[config.mk]
export PLATFORM = sky130hd
export DESIGN_NAME = audio_lowpass_filter
export DESIGN_NICKNAME = d
export VERILOG_FILES = /design/src/rtl/audio_filter_pkg.sv /design/src/rtl/serial_shift_add_multiplier.sv /design/src/rtl/audio_lowpass_filter.sv
export SDC_FILE = /design/constraint.sdc
export NUM_CORES = 1
export LEC_CHECK = 0
export CAP_MARGIN = 20
export CORE_MARGIN = 3
export CORE_UTILIZATION = 37
export CTS_CLUSTER_DIAMETER = 100
export DETAILED_ROUTE_END_ITERATION = 12
export PLACE_DENSITY = 0.63
export SETUP_SLACK_MARGIN = 0.1
export SYNTH_ARGS = -nofsm -noshare
export SYNTH_HDL_FRONTEND = slang
export SYNTH_SLANG_ARGS = --single-unit
export TNS_END_PERCENT = 5
[constraint.sdc]
create_clock -name clk -period 2.6 [get_ports clk]
set_input_delay 0.26 -clock clk [delete_from_list [all_inputs] [get_ports clk]]
set_output_delay 0.26 -clock clk [all_outputs]
set_load 0.01 [all_outputs]
[src/rtl/audio_filter_pkg.sv]
// Shared types and default sizing for the audio filter effect stages.
package audio_filter_pkg;

    localparam int DATA_WIDTH_DEF = 12;
    localparam int COEF_WIDTH_DEF = 6;
    localparam int GUARD_BITS_DEF = 4;

    typedef enum logic [1:0] {
        IDLE_S   = 2'd0,
        DIFF_S   = 2'd1,
        MUL_S    = 2'd2,
        UPDATE_S = 2'd3
    } filt_state_e;

endpackage

[src/rtl/serial_shift_add_multiplier.sv]
// Signed x unsigned multiplier, one multiplier bit per cycle, LSB first.
// done_i is high during the final accumulate step; product_o is complete on the following cycle.
module serial_shift_add_multiplier #(
    parameter int McandWidth  = 17,
    parameter int MplierWidth = 6
) (
    input  logic                                      clk,
    input  logic                                      reset,
    input  logic                                      start_i,
    input  logic signed [McandWidth-1:0]              mcand_i,
    input  logic        [MplierWidth-1:0]             mplier_i,
    output logic                                      done_o,
    output logic signed [McandWidth+MplierWidth-1:0]  product_o
);
    localparam int AccWidth = McandWidth + MplierWidth;
    localparam int StepW    = (MplierWidth > 1) ? $clog2(MplierWidth) : 1;
    localparam logic [StepW-1:0] LastStep = StepW'(MplierWidth - 1);

    logic signed [AccWidth-1:0] mcand_q, mcand_d, acc_q, acc_d;
    logic [MplierWidth-1:0]     mplier_q, mplier_d;
    logic [StepW-1:0]           step_q, step_d;
    logic                       run_q, run_d;

    always_comb begin
        mcand_d  = mcand_q;
        mplier_d = mplier_q;
        acc_d    = acc_q;
        step_d   = step_q;
        run_d    = run_q;
        if (start_i) begin
            mcand_d  = {{MplierWidth{mcand_i[McandWidth-1]}}, mcand_i};
            mplier_d = mplier_i;
            acc_d    = '0;
            step_d   = '0;
            run_d    = 1'b1;
        end else if (run_q) begin
            // Multiplicand is pre-shifted each step, so bit 0 always selects mcand <<< step.
            if (mplier_q[0]) acc_d = acc_q + mcand_q;
            mcand_d  = mcand_q <<< 1;
            mplier_d = mplier_q >> 1;
            step_d   = step_q + StepW'(1);
            if (step_q == LastStep) run_d = 1'b0;
        end
    end

    always_ff @(posedge clk) begin
        if (reset) begin
            mcand_q  <= '0;
            mplier_q <= '0;
            acc_q    <= '0;
            step_q   <= '0;
            run_q    <= 1'b0;
        end else begin
            mcand_q  <= mcand_d;
            mplier_q <= mplier_d;
            acc_q    <= acc_d;
            step_q   <= step_d;
            run_q    <= run_d;
        end
    end

    assign done_o    = run_q && (step_q == LastStep);
    assign product_o = acc_q;

endmodule

[src/rtl/audio_lowpass_filter.sv]
// First-order IIR low-pass: y += alpha*(x - y), alpha = coef/2^CoefWidth, serial multiply.
// Optional AUDIO_LOWPASS_HIGHPASS_EN adds highpassSel to output the saturated x - lowpass.
module audio_lowpass_filter
    import audio_filter_pkg::*;
#(
    parameter int DataWidth = DATA_WIDTH_DEF,
    parameter int CoefWidth = COEF_WIDTH_DEF,
    parameter int GuardBits = GUARD_BITS_DEF
) (
    input  logic                 clk,
    input  logic                 reset,
    input  logic [CoefWidth-1:0] coef,
    input  logic [DataWidth-1:0] inData,
    input  logic                 inValid,
    input  logic                 clearOverrun,
`ifdef AUDIO_LOWPASS_HIGHPASS_EN
    input  logic                 highpassSel,
`endif
    output logic [DataWidth-1:0] outData,
    output logic                 outValid,
    output logic                 busy,
    output logic                 overrun
);
    localparam int YW    = DataWidth + GuardBits;
    localparam int DiffW = YW + 1;
    localparam int AccW  = DiffW + CoefWidth;

    filt_state_e state_q, state_d;
    logic signed [DataWidth-1:0] x_q, x_d, out_q, out_d, lp_out, res_out;
    logic signed [YW-1:0]        y_q, y_d, y_new;
    logic signed [DiffW-1:0]     diff;
    logic signed [AccW-1:0]      product, acc_sh;
    logic                        out_vld_q, out_vld_d, ovr_q, ovr_d, mul_done;
    logic                        unused_acc;

    assign diff   = $signed({x_q[DataWidth-1], x_q, {GuardBits{1'b0}}})
                  - $signed({y_q[YW-1], y_q});
    assign acc_sh = product >>> CoefWidth;
    // alpha < 1 keeps y_new between y and x<<G, so the upper bits carry only sign.
    assign y_new  = y_q + acc_sh[YW-1:0];
    assign lp_out = y_new[YW-1:GuardBits];
    assign unused_acc = ^acc_sh[AccW-1:YW];

    serial_shift_add_multiplier #(
        .McandWidth (DiffW),
        .MplierWidth(CoefWidth)
    ) u_mul (
        .clk      (clk),
        .reset    (reset),
        .start_i  (state_q == DIFF_S),
        .mcand_i  (diff),
        .mplier_i (coef),
        .done_o   (mul_done),
        .product_o(product)
    );

`ifdef AUDIO_LOWPASS_HIGHPASS_EN
    logic                    hp_q, hp_d;
    logic signed [DataWidth:0] hp_diff;

    assign hp_diff = $signed({x_q[DataWidth-1], x_q}) - $signed({lp_out[DataWidth-1], lp_out});

    always_comb begin
        res_out = lp_out;
        if (hp_q) begin
            if (hp_diff[DataWidth] != hp_diff[DataWidth-1])
                res_out = hp_diff[DataWidth] ? {1'b1, {(DataWidth-1){1'b0}}}
                                             : {1'b0, {(DataWidth-1){1'b1}}};
            else
                res_out = hp_diff[DataWidth-1:0];
        end
    end
`else
    assign res_out = lp_out;
`endif

    always_comb begin
        state_d   = state_q;
        x_d       = x_q;
        y_d       = y_q;
        out_d     = out_q;
        out_vld_d = 1'b0;
        ovr_d     = ovr_q;
`ifdef AUDIO_LOWPASS_HIGHPASS_EN
        hp_d      = hp_q;
`endif
        // Drop beats clear when both happen in one cycle.
        if (clearOverrun) ovr_d = 1'b0;
        if (inValid && state_q != IDLE_S) ovr_d = 1'b1;
        case (state_q)
            IDLE_S: begin
                if (inValid) begin
                    x_d     = inData;
                    state_d = DIFF_S;
                end
            end
            DIFF_S: begin
`ifdef AUDIO_LOWPASS_HIGHPASS_EN
                hp_d    = highpassSel;
`endif
                state_d = MUL_S;
            end
            MUL_S: begin
                if (mul_done) state_d = UPDATE_S;
            end
            UPDATE_S: begin
                y_d       = y_new;
                out_d     = res_out;
                out_vld_d = 1'b1;
                state_d   = IDLE_S;
            end
            default: state_d = IDLE_S;
        endcase
    end

    always_ff @(posedge clk) begin
        if (reset) begin
            state_q   <= IDLE_S;
            x_q       <= '0;
            y_q       <= '0;
            out_q     <= '0;
            out_vld_q <= 1'b0;
            ovr_q     <= 1'b0;
`ifdef AUDIO_LOWPASS_HIGHPASS_EN
            hp_q      <= 1'b0;
`endif
        end else begin
            state_q   <= state_d;
            x_q       <= x_d;
            y_q       <= y_d;
            out_q     <= out_d;
            out_vld_q <= out_vld_d;
            ovr_q     <= ovr_d;
`ifdef AUDIO_LOWPASS_HIGHPASS_EN
            hp_q      <= hp_d;
`endif
        end
    end

    assign outData  = out_q;
    assign outValid = out_vld_q;
    assign busy     = (state_q != IDLE_S);
    assign overrun  = ovr_q;

endmodule

==> results.py, run 1 <==
metrics = {
    "status": {
        "status": "completed",
    },
    "synthesis": {
        "synthTopCellsByArea": "dfxtp_1 29%, ha_1 12%, a21oi_1 6.4%, nand2_1 5.8%, nor2_1 5.2%",
        "synth_top_flop_cell": "dfxtp_1",
        "seq_area_frac_synth": 0.2948,
        "synthAdderAreaFrac": 0.1247,
        "ys_ff_latch": 86,
        "synth_xor_area_frac": 0.05398,
        "synth_edf_count": 0,
        "synthCells": 740,
        "synth_top_family_by_area": "compound AO/OA/AOI/OAI gates",
        "yosysWarningCount": 0,
        "synth_fp_nets": 819,
        "synth.distinct_cells": 60,
        "synthMuxAreaShare": 0.03428,
        "synth-simple-area-share": 0.1994,
        "syn_area_sq_um": 5841,
        "yosys.area.top_type": "dfxtp_1",
        "synth_compound_area_frac": 0.2339,
        "yosysTopAreaCellShare": 0.2948,
        "synthArstFlopShare": 0,
        "synth_area_per_cell_sq_um": 7.893,
    },
    "clock_tree": {
        "h-tree-depth": 3,
        "clkSlewWorstSetupHoldPaths_ns": 0.07,
        "postCtsHoldBufs": 0,
        "clk_latency_ns": 0.35,
        "cts.sinks": 86,
        "cts_tree": "built",
        "cts_root_buf": "clkbuf_16",
        "cts_buffers": 9,
        "clockBufferDepth": 2,
    },
    "timing": {
        "clock_skew_ns": 0.006608,
        "tns_ns": 0,
        "fmax_ghz": 0.4189,
        "worstMarginPinSlew_ns": 0.6786,
        "finalHoldViolations": 0,
        "slew_violations": 0,
        "setup_violations": 0,
        "slew_headroom": 0.5476,
        "min_period_ns": 2.387,
        "finalCritPeriodShare": 0.9181,
        "rsz0062_at_grt": "true",
    },
    "power_and_ir_drop": {
        "internal-power_uw": 3252,
        "p_clk_frac": 0.249,
        "switching_share": 0.3949,
        "irDropWorstVdd_mv": 0.4688,
        "p_sw_uw": 2123,
        "power_frac_comb": 0.415,
        "p_per_area_nw_per_um2": 807.8,
        "power_leakage_uw": 0.002734,
        "p_seq_frac": 0.336,
    },
    "floorplanning": {
        "die_h_um": 131.6,
        "rows": 45,
        "initial_core_util": 0.3814,
        "ios": 37,
        "core_region_area_sq_um": 15310,
        "die_area_sq_um": 17330,
        "die_w_um": 131.6,
    },
    "flow_run": {
        "max_cap_violations": 0,
    },
    "drt": {
        "first_iter_violations": 270,
        "vias_per_cell": 5.294,
        "avgRoutedWirePerCell_um": 14.64,
        "drtPass1Iterations": 7,
        "wirelength_mm": 14.23,
        "ant_nets": 0,
        "vias": 5146,
        "route.detailed.drc": 0,
    },
    "global_route": {
        "grtUsageTotal": 0.1638,
        "grt_pass1_wl_mm": 23.58,
        "first_global_vias": 4765,
        "antenna_found_initial": 0,
        "grt_max_degree": 63,
        "grt.overflow.total": 0,
    },
    "layout": {
        "final_cell_area_sq_um": 6654,
        "diodes": 0,
        "area_growth_pct": 13.92,
        "layout.nets": 835,
        "fill_cells": 1583,
        "drive_above_1_share": 0.06045,
    },
    "placement": {
        "dp_hpwl_mm": 10.66,
        "place_area_sq_um": 6349,
        "finalWeightedCongestion": 0.8310,
        "port_buffers": 36,
    },
    "worst_setup_path": {
        "crit_required_ns": 2.84,
        "worstPathArrival_ns": 2.62,
        "r2r_cells": 8,
        "start_kind": "register",
        "path_class": "register to register",
        "endpoint_kind": "register",
        "critPathMaxFanout": 8,
    },
    "worst_hold_path": {
        "whs_path_depth": 4,
        "hp-class": "primary input to register",
    },
}
stage by stage:
step	cells	hold WS [ns]	utilization	total power, uW	setup slack, ns
final	972	0.3808	0.4345	5375	0.2129
after global routing	972	0.4120	0.4345	5762	0.05941
after CTS	972	0.3924	0.4340	5407	0.2079
after detailed placement	956	0.4523	0.4145	4047	0.2358
after global placement	956	0.4469	0.4145	4041	0.2599
after floorplan	740	0.3960	-	3491	0.3951
layout make-up:
type / count / area, sq um / area share
Clock inverter: 7 / 72.57 / 0.01091
Multi-Input combinational cell: 576 / 3784 / 0.5686
Tap cell: 211 / 264.0 / 0.03968
Timing Repair Buffer: 50 / 460.4 / 0.06920
Sequential cell: 86 / 1724 / 0.2591
Inverter: 33 / 123.9 / 0.01862
Clock buffer: 9 / 225.2 / 0.03385
synthesized netlist by cell type (15+ instances only):
master	count
mux2i_1	20
nand2_1	90
nor2b_1	19
dfxtp_1	86
a21o_1	18
xor2_1	15
clkbuf_1	24
xnor2_1	21
inv_1	33
a211oi_1	30
a21oi_1	75
ha_1	55
nor2_1	81
nand3_1	16
routing by layer:
metal | global-route usage | up-vias | part of all wire
li1 | - | 2663 | -
met1 | 0.2293 | 2395 | 0.51
met2 | 0.2610 | 77 | 0.45
met3 | 0.02757 | 11 | 0.030
met4 | 0.04434 | 0 | 0.011
met5 | 0 | - | 0
critical path, stage by stage, from the launching register on:
cell,delay (ns)
dfxtp_1,0.36
ha_1,0.43
a21o_1,0.19
a21o_1,0.12
a21oi_1,0.07
o211a_1,0.25
o311ai_0,0.41
a21oi_1,0.07
or3b_1,0.37
kinds of logic (layout without fill, tap and decap cells):
family                   after synthesis  after routing
multiplexers                          20             20
AO/OA/AOI/OAI                        206            206
flip-flops                            86             86
adder cells (fa/ha/maj)               57             57
XOR/XNOR                              36             36
buffers and inverters                 78             99
AND/OR/NAND/NOR                      257            257
placed cells by master, fill, tap and decap left out, drive strengths merged, types with 5 or more instances in the layout:
master / instances
a211oi: 33
a21o: 18
a21oi: 76
a31oi: 9
and2: 5
buf: 15
clkbuf: 9
clkdlybuf4s50: 35
dfxtp: 86
ha: 55
inv: 35
mux2i: 20
nand2: 90
nand2b: 8
nand3: 16
nor2: 81
nor2b: 19
nor3: 14
nor3b: 6
o211ai: 7
o21a: 8
o21ai: 21
xnor2: 21
xor2: 15
repair_timing:
action	CTS	global route
endpoints found under the setup margin	0	6
setup buffers	0	0
gates resized for setup	0	3
path summary, 6_finish.rpt:
path / startpoint / endpoint / slack [ns]
worst max-delay path: u_mul.product_o[12]$_SDFFE_PP0P_ / u_mul.product_o[19]$_SDFFE_PP0P_ / 0.21
worst min-delay path: reset / u_mul.product_o[20]$_SDFFE_PP0P_ / 0.38
worst max register to register: u_mul.product_o[12]$_SDFFE_PP0P_ / u_mul.product_o[19]$_SDFFE_PP0P_ / 0.21
worst min register to register: x_q[9]$_SDFFE_PP0P_ / x_q[9]$_SDFFE_PP0P_ / 0.46
power groups by stage:
stage	Combinational [uW]	Sequential [uW]	Clock [uW]
2_1_floorplan	1750	1740	0
3_3_place_gp	2210	1830	0
3_5_place_dp	2210	1840	0
4_1_cts	2230	1810	1370
5_1_grt	2500	1850	1420
6_report	2230	1810	1340
state kept, by name, summed over array words and instances (netlist names):
register,flops
overrun,1
u_mul.mplier_q,6
u_mul.run_q,1
u_mul.step_q,3
outData,12
u_mul.mcand_q,22
state_q,2
x_q,12
y_q,4
u_mul.product_o,22
outValid,1
No activity file was read; power rests on OpenSTA's default activity.
==> run 2: changes to the inputs <==
--- a/config.mk
+++ b/config.mk
@@ -10,8 +10,10 @@
 export CORE_UTILIZATION = 37
 export CTS_CLUSTER_DIAMETER = 100
 export DETAILED_ROUTE_END_ITERATION = 12
-export PLACE_DENSITY = 0.63
+export DONT_BUFFER_PORTS = 1
+export PLACE_DENSITY = 0.6
 export SETUP_SLACK_MARGIN = 0.1
+export SLEW_MARGIN = 20
 export SYNTH_ARGS = -nofsm -noshare
 export SYNTH_HDL_FRONTEND = slang
 export SYNTH_SLANG_ARGS = --single-unit
==> results.py, run 2 (same netlist as run 1, synthesis figures left out) <==
metrics = {
    "status": {
        "status": "completed",
    },
    "clock_tree": {
        "cts.sinks": 86,
        "clockBufferDepth": 2,
        "clkSlewWorstSetupHoldPaths_ns": 0.07,
        "cts_setup_buffers": 0,
        "cts_root_buf": "clkbuf_16",
        "clk_latency_ns": 0.35,
        "cts_tree": "built",
        "h-tree-depth": 3,
        "cts_buffers": 9,
    },
    "power_and_ir_drop": {
        "irDropWorstVdd_mv": 0.5422,
        "p_sw_uw": 2082,
        "p_seq_frac": 0.346,
        "power_leakage_uw": 0.002654,
        "p_per_area_nw_per_um2": 834.6,
        "internal-power_uw": 3243,
        "switching_share": 0.3910,
        "p_total_uw": 5325,
        "power_frac_comb": 0.400,
        "p_clk_frac": 0.253,
    },
    "drt": {
        "dr_wl_met3_um": 601,
        "first_iter_violations": 283,
        "vias": 4945,
        "ant_nets": 0,
        "vias_per_cell": 5.238,
        "route.detailed.drc": 0,
        "wl_met1_mm": 6.968,
        "wl_met2_mm": 6.326,
        "wirelength_mm": 14.03,
        "top_layer": "met4",
        "drtPass1Iterations": 5,
        "avgRoutedWirePerCell_um": 14.86,
    },
    "placement": {
        "place_worst_setup_slack_ns": 0.2140,
        "place_area_sq_um": 6046,
        "finalWeightedCongestion": 0.8454,
        "dp_hpwl_mm": 10.54,
        "port_buffers": 0,
    },
    "layout": {
        "final_common_cell": "nand2_1",
        "drive_above_1_share": 0.06958,
        "fin_util": 0.4166,
        "layout.nets": 807,
        "area_growth_pct": 9.233,
        "final_cell_mix": "90 x nand2_1, 85 x dfxtp_1, 81 x nor2_1",
        "diodes": 0,
        "final_cell_area_sq_um": 6380,
    },
    "timing": {
        "setup_violations": 0,
        "finalHoldViolations": 0,
        "slew_headroom": 0.6382,
        "rsz0062_at_grt": "true",
        "worstMarginPinSlew_ns": 0.5416,
        "finalCritPeriodShare": 0.9204,
        "slew_violations": 0,
        "min_period_ns": 2.393,
        "fin_ws_ns": 0.2070,
        "clock_skew_ns": 0.007302,
        "tns_ns": 0,
        "fmax_ghz": 0.4179,
    },
    "global_route": {
        "grtUsageTotal": 0.1639,
        "grt_max_degree": 53,
        "first_global_vias": 4626,
        "antenna_found_initial": 0,
        "grt_pass1_wl_mm": 23.29,
        "grt.overflow.total": 0,
    },
    "floorplanning": {
        "ios": 37,
        "initial_core_util": 0.3814,
        "die_w_um": 131.6,
        "rows": 45,
        "die_area_sq_um": 17330,
        "core_region_area_sq_um": 15310,
        "die_h_um": 131.6,
    },
    "flow_run": {
        "max_cap_violations": 0,
    },
    "worst_setup_path": {
        "critPathMaxFanout": 5,
        "path_class": "register to register",
        "crit_required_ns": 2.84,
        "endpoint_kind": "register",
        "worstPathArrival_ns": 2.64,
        "start_kind": "register",
    },
    "worst_hold_path": {
        "hp-class": "primary input to register",
    },
}
## run 2: what timing repair did
item,CTS,global route
gates resized for setup,0,2
hold buffers,1,0
setup endpoints to repair,0,9
hold endpoints to repair,47,0
## run 2: metal layers
metal  vias to the layer above  track usage
li1                       2595            -
met1                      2251       0.2310
met2                        88       0.2570
met3                        11      0.03522
met4                         0      0.03676
met5                         -            0
## run 2: layout make-up
class / count / area, sq um
well taps: 211 / 264.0
flip-flops and latches: 86 / 1723
clock inverters: 5 / 63.81
fillers: 1602 / 8935
inverters: 33 / 123.9
multi-input cells: 576 / 3785
repair buffers: 22 / 177.7
clock buffers: 11 / 242.7
## run 2: path summary, 6_finish.rpt
check | start | end | slack [ns] | cells past startpoint
worst min register to register | x_q[8]$_SDFFE_PP0P_ | x_q[8]$_SDFFE_PP0P_ | 0.46 | 2
worst max-delay path | u_mul.mcand_q[0]$_SDFFE_PP0P_ | u_mul.product_o[20]$_SDFFE_PP0P_ | 0.21 | 10
worst max register to register | u_mul.mcand_q[0]$_SDFFE_PP0P_ | u_mul.product_o[20]$_SDFFE_PP0P_ | 0.21 | 10
worst min-delay path | reset | outData[4]$_SDFFE_PP0P_ | 0.03 | 1
## run 2: power by group through the flow
stage,Combinational [uW],Sequential (uW),Clock (uW)
5_1_grt,2400,1880,1430
2_1_floorplan,1750,1740,0
4_1_cts,2130,1840,1390
6_report,2130,1840,1350
3_5_place_dp,2100,1870,0
3_3_place_gp,2100,1860,0
## run 2: worst max-delay path: stages, from the launching register on
cell,delay [ns]
dfxtp_1,0.37
ha_1,0.22
inv_1,0.07
fa_1,0.38
nand2b_1,0.20
a21oi_2,0.16
o2111a_1,0.26
nor3b_1,0.11
o31ai_1,0.30
xnor2_1,0.16
o21ai_1,0.07
## run 2: metrics by stage
step / hold WS [ns] / std cells
final: 0.03043 / 944
after global routing: 0.02774 / 944
after CTS: 0.01319 / 944
after detailed placement: 0.3327 / 927
after global placement: 0.3313 / 927
after floorplan: 0.3960 / 740
==> edit 1: new RTL, flow settings as in run 2 <==
`y_q` no longer has a reset.
--- a/src/rtl/audio_lowpass_filter.sv
+++ b/src/rtl/audio_lowpass_filter.sv
@@ -117,7 +117,6 @@
         if (reset) begin
             state_q   <= IDLE_S;
             x_q       <= '0;
-            y_q       <= '0;
             out_q     <= '0;
             out_vld_q <= 1'b0;
             ovr_q     <= 1'b0;
@@ -127,7 +126,6 @@
         end else begin
             state_q   <= state_d;
             x_q       <= x_d;
-            y_q       <= y_d;
             out_q     <= out_d;
             out_vld_q <= out_vld_d;
             ovr_q     <= ovr_d;
@@ -137,6 +135,10 @@
         end
     end
 
+    always_ff @(posedge clk) begin
+        y_q <= y_d;
+    end
+
     assign outData  = out_q;
     assign outValid = out_vld_q;
     assign busy     = (state_q != IDLE_S);
Formal check against the unedited RTL: no difference found for any inputs over 4 cycles, from zero or initial values and one cycle with reset high; that may be too few to reach the edited logic, so the function may still have changed.
==> edit 1 against run 2 <==
Design area up 10%. Setup slack got worse by 95 ps. Non-clock buffer count increased by 6. Clock power decreased by 4%. Routed wire length rose by 7.3%. Synthesized area increased by 5.9%. Power rose by 2.0%. Sequential power is 15% higher. Sequential cell count is 12 higher. Critical endpoint is now outData[9]. Largest power group is now sequential cells.
==> edit 1: results (changes against run 2) <==
** Global route
- Global-route wire length before repair :: 24600 um (+5.8%)
- Maximum number of pins on one net before global-route repair :: 50 (-5.7%)
- The number of global-route vias before repair is 5104 (+10%).
- Grt met1 use :: 22.6% (-0.52 points)

** Synthesis
- Multiplexer share of the synthesized area :: 3.12% (-0.31 points)
- Unique masters post-synth :: 67 (+12%)
- The xor and xnor fraction of the mapped netlist area was 5.38% (-0.016 points).
- Average instance area after synthesis :: 8.48 sq um (+7.5%)
- Net Count, Synth :: 808 (-1.3%)
- In the post-synthesis netlist, the biggest area contributors are sky130_fd_sc_hd__dfxtp_1, sky130_fd_sc_hd__ha_1, sky130_fd_sc_hd__edfxtp_1, sky130_fd_sc_hd__a21oi_1, sky130_fd_sc_hd__nand2_1.

** Hold path
- The worst hold path terminates at x_q[11].
- Start point of the worst min-delay path :: inData[11]
- Cell depth of the worst min-delay path :: 2 (+1)

** STA
- The measured slew at the worst slew-check pin came to 684 ps (+142 ps).
- Worst-case clock skew :: 5.55 ps (-1.76 ps)
- The tightest hold margin came to 45.7 ps (+15.2 ps).

** Placement
- DP HPWL :: 11100 um (+5.4%)
- Total placed cells including tap cells :: 934 (+0.76%)
- Global placement routability congestion :: 0.877 (+3.8%)
- The worst slack after detailed placement was 37.9 ps (-176 ps).

** Setup path
- Endpoint of the worst register-to-register path :: outData[9]
- Worst R2R Path Depth :: 8 (-2)
- FF-to-FF setup slack :: 110 ps (-90 ps)
- Largest fanout on the critical path :: 3 (-2)
- Critical R2R Launch :: y_q[8]
- Arrival time at the worst endpoint :: 2720 ps (+80 ps)

** CTS
- Number of resized instances in the post-cts repair step :: 4 (+4)

** Routing
- Post-route met1 wirelength :: 7270 um (+4.3%)
- Routed vias :: 5228 (+5.7%)
- The met2 routed wirelength is 6830 um (+7.9%).
- The post-detailed-routing wire length was 15100 um (+7.3%).

** Finish
- The final instance count without filler cells came to 957 (+1.4%).
- Final std cell area, no fill :: 7030 sq um (+10%)
- The number of nets in the layout came to 815 (+0.99%).
- Filler Cell Count :: 1613 (+0.69%)
- Share of post-route cells with drive strength above 1 :: 11.2% (+4.2 points)

** Run status
- Outcome :: complete, no violations
==> edit 1: layout make-up <==
type                            instances  area share (%)
Sequential cell                        98            30.3
Timing Repair Buffer                   28            3.17
Clock inverter                          4           0.320
Clock buffer                           12            3.81
Multi-Input combinational cell        565            56.8
Tap cell                              216            3.84
Inverter                               34            1.81
==> edit 1: critical path, stage by stage, from the launching register on <==
cell                       delay (ps)
sky130_fd_sc_hd__edfxtp_1         440
sky130_fd_sc_hd__ha_4             250
sky130_fd_sc_hd__a21o_1           180
sky130_fd_sc_hd__a221oi_4         290
sky130_fd_sc_hd__nor2b_1           80
sky130_fd_sc_hd__a311o_1          360
sky130_fd_sc_hd__a22oi_2          160
sky130_fd_sc_hd__mux2_2           350
sky130_fd_sc_hd__a311o_1          260
==> edit 1: worst max path at each step <==
stage / startpoint / end / slack, ps / cells past startpoint
4_1_cts: u_mul.mcand_q[0] / u_mul.product_o[20] / 60 / 10
5_1_grt: y_q[8] / outData[9] / 20 / 8
3_3_place_gp: y_q[0] / outData[4] / 70 / 9
6_report: y_q[8] / outData[9] / 110 / 8
3_5_place_dp: y_q[1] / u_mul.mcand_q[20] / 40 / 9
2_1_floorplan: y_q[8] / outData[9] / 60 / 9
==> edit 1: kinds of logic after synthesis <==
family / Yosys count
flip-flops: 98
AND/OR/NAND/NOR: 246
AO/OA/AOI/OAI: 205
XOR/XNOR: 38
buffers and inverters: 66
adder cells (fa/ha/maj): 57
multiplexers: 19
==> edit 1: where the power goes <==
part | total [mW] | leakage (nW) | internal [mW] | switching (mW)
registers | 2.11 | 0.814 | 1.84 | 0.262
logic | 2.02 | 1.97 | 0.833 | 1.19
clock network | 1.30 | 0.142 | 0.729 | 0.575
total | 5.43 | 2.92 | 3.41 | 2.02
==> edit 2: new RTL, settings of run 2 <==
Made on the original files. The package constant `DATA_WIDTH_DEF` goes from 12 to 14.
--- a/src/rtl/audio_filter_pkg.sv
+++ b/src/rtl/audio_filter_pkg.sv
@@ -1,7 +1,7 @@
 // Shared types and default sizing for the audio filter effect stages.
 package audio_filter_pkg;
 
-    localparam int DATA_WIDTH_DEF = 12;
+    localparam int DATA_WIDTH_DEF = 14;
     localparam int COEF_WIDTH_DEF = 6;
     localparam int GUARD_BITS_DEF = 4;
 
Interface: changed (resized inData and outData); port bits go from 37 to 41. The function was not compared with the original's and may differ.
==> edit 2 against run 2 <==
Clock skew grew 2.4 ps. Routed wire length increased by 15%. First-iteration DRC count fell by 2.5%. Power rose by 14%. Sequential cell count increased by 8. Clock power about the same. Design area increased by 11%. Final cell count rose by 7.9%. Setup slack worse by 64 ps. Synthesized area grew 11%.
==> edit 2: results (changes against run 2) <==
** Synthesis
- The portion of the post-synthesis area used by sequential elements is 29.1% (-0.34 points).
- Top cells by instance count after synthesis :: sky130_fd_sc_hd__dfxtp_1, sky130_fd_sc_hd__nand2_1, sky130_fd_sc_hd__a21oi_1
- Dominant cells by area after synthesis :: sky130_fd_sc_hd__dfxtp_1, sky130_fd_sc_hd__ha_1, sky130_fd_sc_hd__a21oi_1, sky130_fd_sc_hd__a211oi_1, sky130_fd_sc_hd__nand2_1
- Net Count, Synth :: 886 (+8.2%)
- The distinct cell type count of the synthesized netlist was 71 (+18%).
- The mean instance size in the synthesized netlist came to 8.08 sq um (+2.4%).

** Global route
- The number of global-route vias before repair came to 5248 (+13%).
- Met3 usage in global routing :: 3.18% (-0.35 points)
- The met2 usage is 26.6% (+0.92 points).
- The wire length of the first global-routing pass is 26700 um (+15%).
- The met1 track demand over resource is 23.5% (+0.38 points).
- The total routing resource utilization after global routing was 16.8% (+0.39 points).
- Maximum number of pins on one net before global-route repair :: 55 (+3.8%)

** Placement
- The cell area after placement was 6730 sq um (+11%).
- Global placement routability congestion :: 0.859 (+1.5%)
- The final HPWL from detailed placement came to 12000 um (+14%).

** Finish
- The final instance count without filler cells was 1019 (+7.9%).
- Share of post-route cells with drive strength above 1 :: 9.51% (+2.6 points)
- Filler Cell Count :: 1751 (+9.3%)
- The number of nets in the layout was 881 (+9.2%).

** Routing
- Met3 routed WL :: 586 um (-2.5%)
- Number of iterations in the first detailed-routing pass :: 6 (+1)
- The met2 routed wirelength was 7260 um (+15%).
- The number of design-rule violations left by the first detailed-router iteration was 276 (-2.5%).
- Post-route met1 wirelength :: 8050 um (+16%)
- Wire length after detailed routing :: 16100 um (+15%)
- Routed vias :: 5517 (+12%)

** Power and ir drop
- Static Leakage :: 2.92 nW (+10%)
- The internal cell power is 3.64 mW (+12%).
- The maximum resistive drop on vdd was 0.558 mV (+2.9%).

** STA
- Relative slew slack :: 56.5% (-7.4 points)
- The final clock skew came to 9.75 ps (+2.44 ps).

** Setup path
- Largest incremental delay on the critical path :: 480 ps (+100 ps)
- The maximum fanout along the worst path was 4 (-1).
- Grouping stages by cell kind, the critical path spends the most delay in compound AO/OA/AOI/OAI gates.
- The largest individual stage delay along the critical path comes from the cell sky130_fd_sc_hd__or4b_1.
- Arrival time at the worst endpoint :: 2710 ps (+70 ps)

** CTS
- Clock network latency to the later pin of the worst-skew pair :: 350 ps (about the same)
- H-tree lvl count :: 3 (unchanged)

** Run status
- The flow ran to the end, and the final reports show no timing, DRC or antenna violations.
-- edit 2: cell types whose count changed in the layout (fill, tap and decap cells not counted), moves of 6 or more --
cell                              run 2  this run
sky130_fd_sc_hd__a211oi_1            30        51
sky130_fd_sc_hd__buf_4               21        33
sky130_fd_sc_hd__nor2_1              81        70
sky130_fd_sc_hd__nand2_1             90        80
sky130_fd_sc_hd__nor2b_1             19        28
sky130_fd_sc_hd__o21ai_0             10        19
sky130_fd_sc_hd__xor2_1              15        24
sky130_fd_sc_hd__dfxtp_1             85        93
sky130_fd_sc_hd__a31oi_1              8         2
sky130_fd_sc_hd__nand3_1             16        10
-- edit 2: worst paths after layout --
path,startpoint,to,slack (ps),depth (start not counted)
worst max register to register,u_mul.product_o[6],outData[8],140,10
worst min-delay path,reset,outData[11],30,1
worst min register to register,x_q[10],x_q[10],460,2
worst max-delay path,u_mul.product_o[6],outData[8],140,10
-- edit 2: area by class of cell --
cell class / count / area (sq um) / area share, %
Sequential cell: 94 / 1880 / 26.5
Clock buffer: 10 / 229 / 3.22
Tap cell: 220 / 275 / 3.87
Clock inverter: 6 / 70.1 / 0.986
Inverter: 30 / 113 / 1.58
Timing Repair Buffer: 34 / 275 / 3.87
Multi-Input combinational cell: 625 / 4260 / 60.0
-- edit 2: through the flow --
step / setup WS [ps] / util (%) / hold WS [ps]
2_1_floorplan: 299 / - / 396
3_3_place_gp: 151 / 40.0 / 337
3_5_place_dp: 127 / 40.0 / 340
4_1_cts: 101 / 42.0 / 12.6
5_1_grt: 66.4 / 42.3 / 10.5
6_report: 143 / 42.3 / 28.9
-- edit 2: logic make-up (layout without fill, tap and decap cells) --
family	count (synthesis)	in the layout	share of synthesized area, %
AND/OR/NAND/NOR	268	268	20.4
adder cells (fa/ha/maj)	63	63	12.4
AO/OA/AOI/OAI	237	237	24.2
multiplexers	16	16	2.50
flip-flops	94	94	29.1
buffers and inverters	80	80	5.71
XOR/XNOR	41	41	5.56
-- edit 2: power by group through the flow --
| stage | registers [mW] | clock network, mW | logic (mW) |
|---|---|---|---|
| 4_1_cts | 2.00 | 1.39 | 2.70 |
| 5_1_grt | 2.05 | 1.46 | 3.06 |
| 3_3_place_gp | 2.03 | 0 | 2.65 |
| 2_1_floorplan | 1.92 | 0 | 2.13 |
| 6_report | 2.01 | 1.35 | 2.72 |
| 3_5_place_dp | 2.03 | 0 | 2.67 |
-- edit 2: worst reg2reg max path, delay by kind of cell, from the launching register on --
kind            cells  cell delay [ps]
buf+inv             1               60
flops               1              360
fa+ha+maj           2              600
simple gates        2              610
compound gates      5              740
-- edit 2: timing repair --
action	4_1_cts	5_1_grt
hold buffers	1	0
endpoints found under the hold margin	54	0
resized for setup	0	10
setup endpoints to repair	0	11
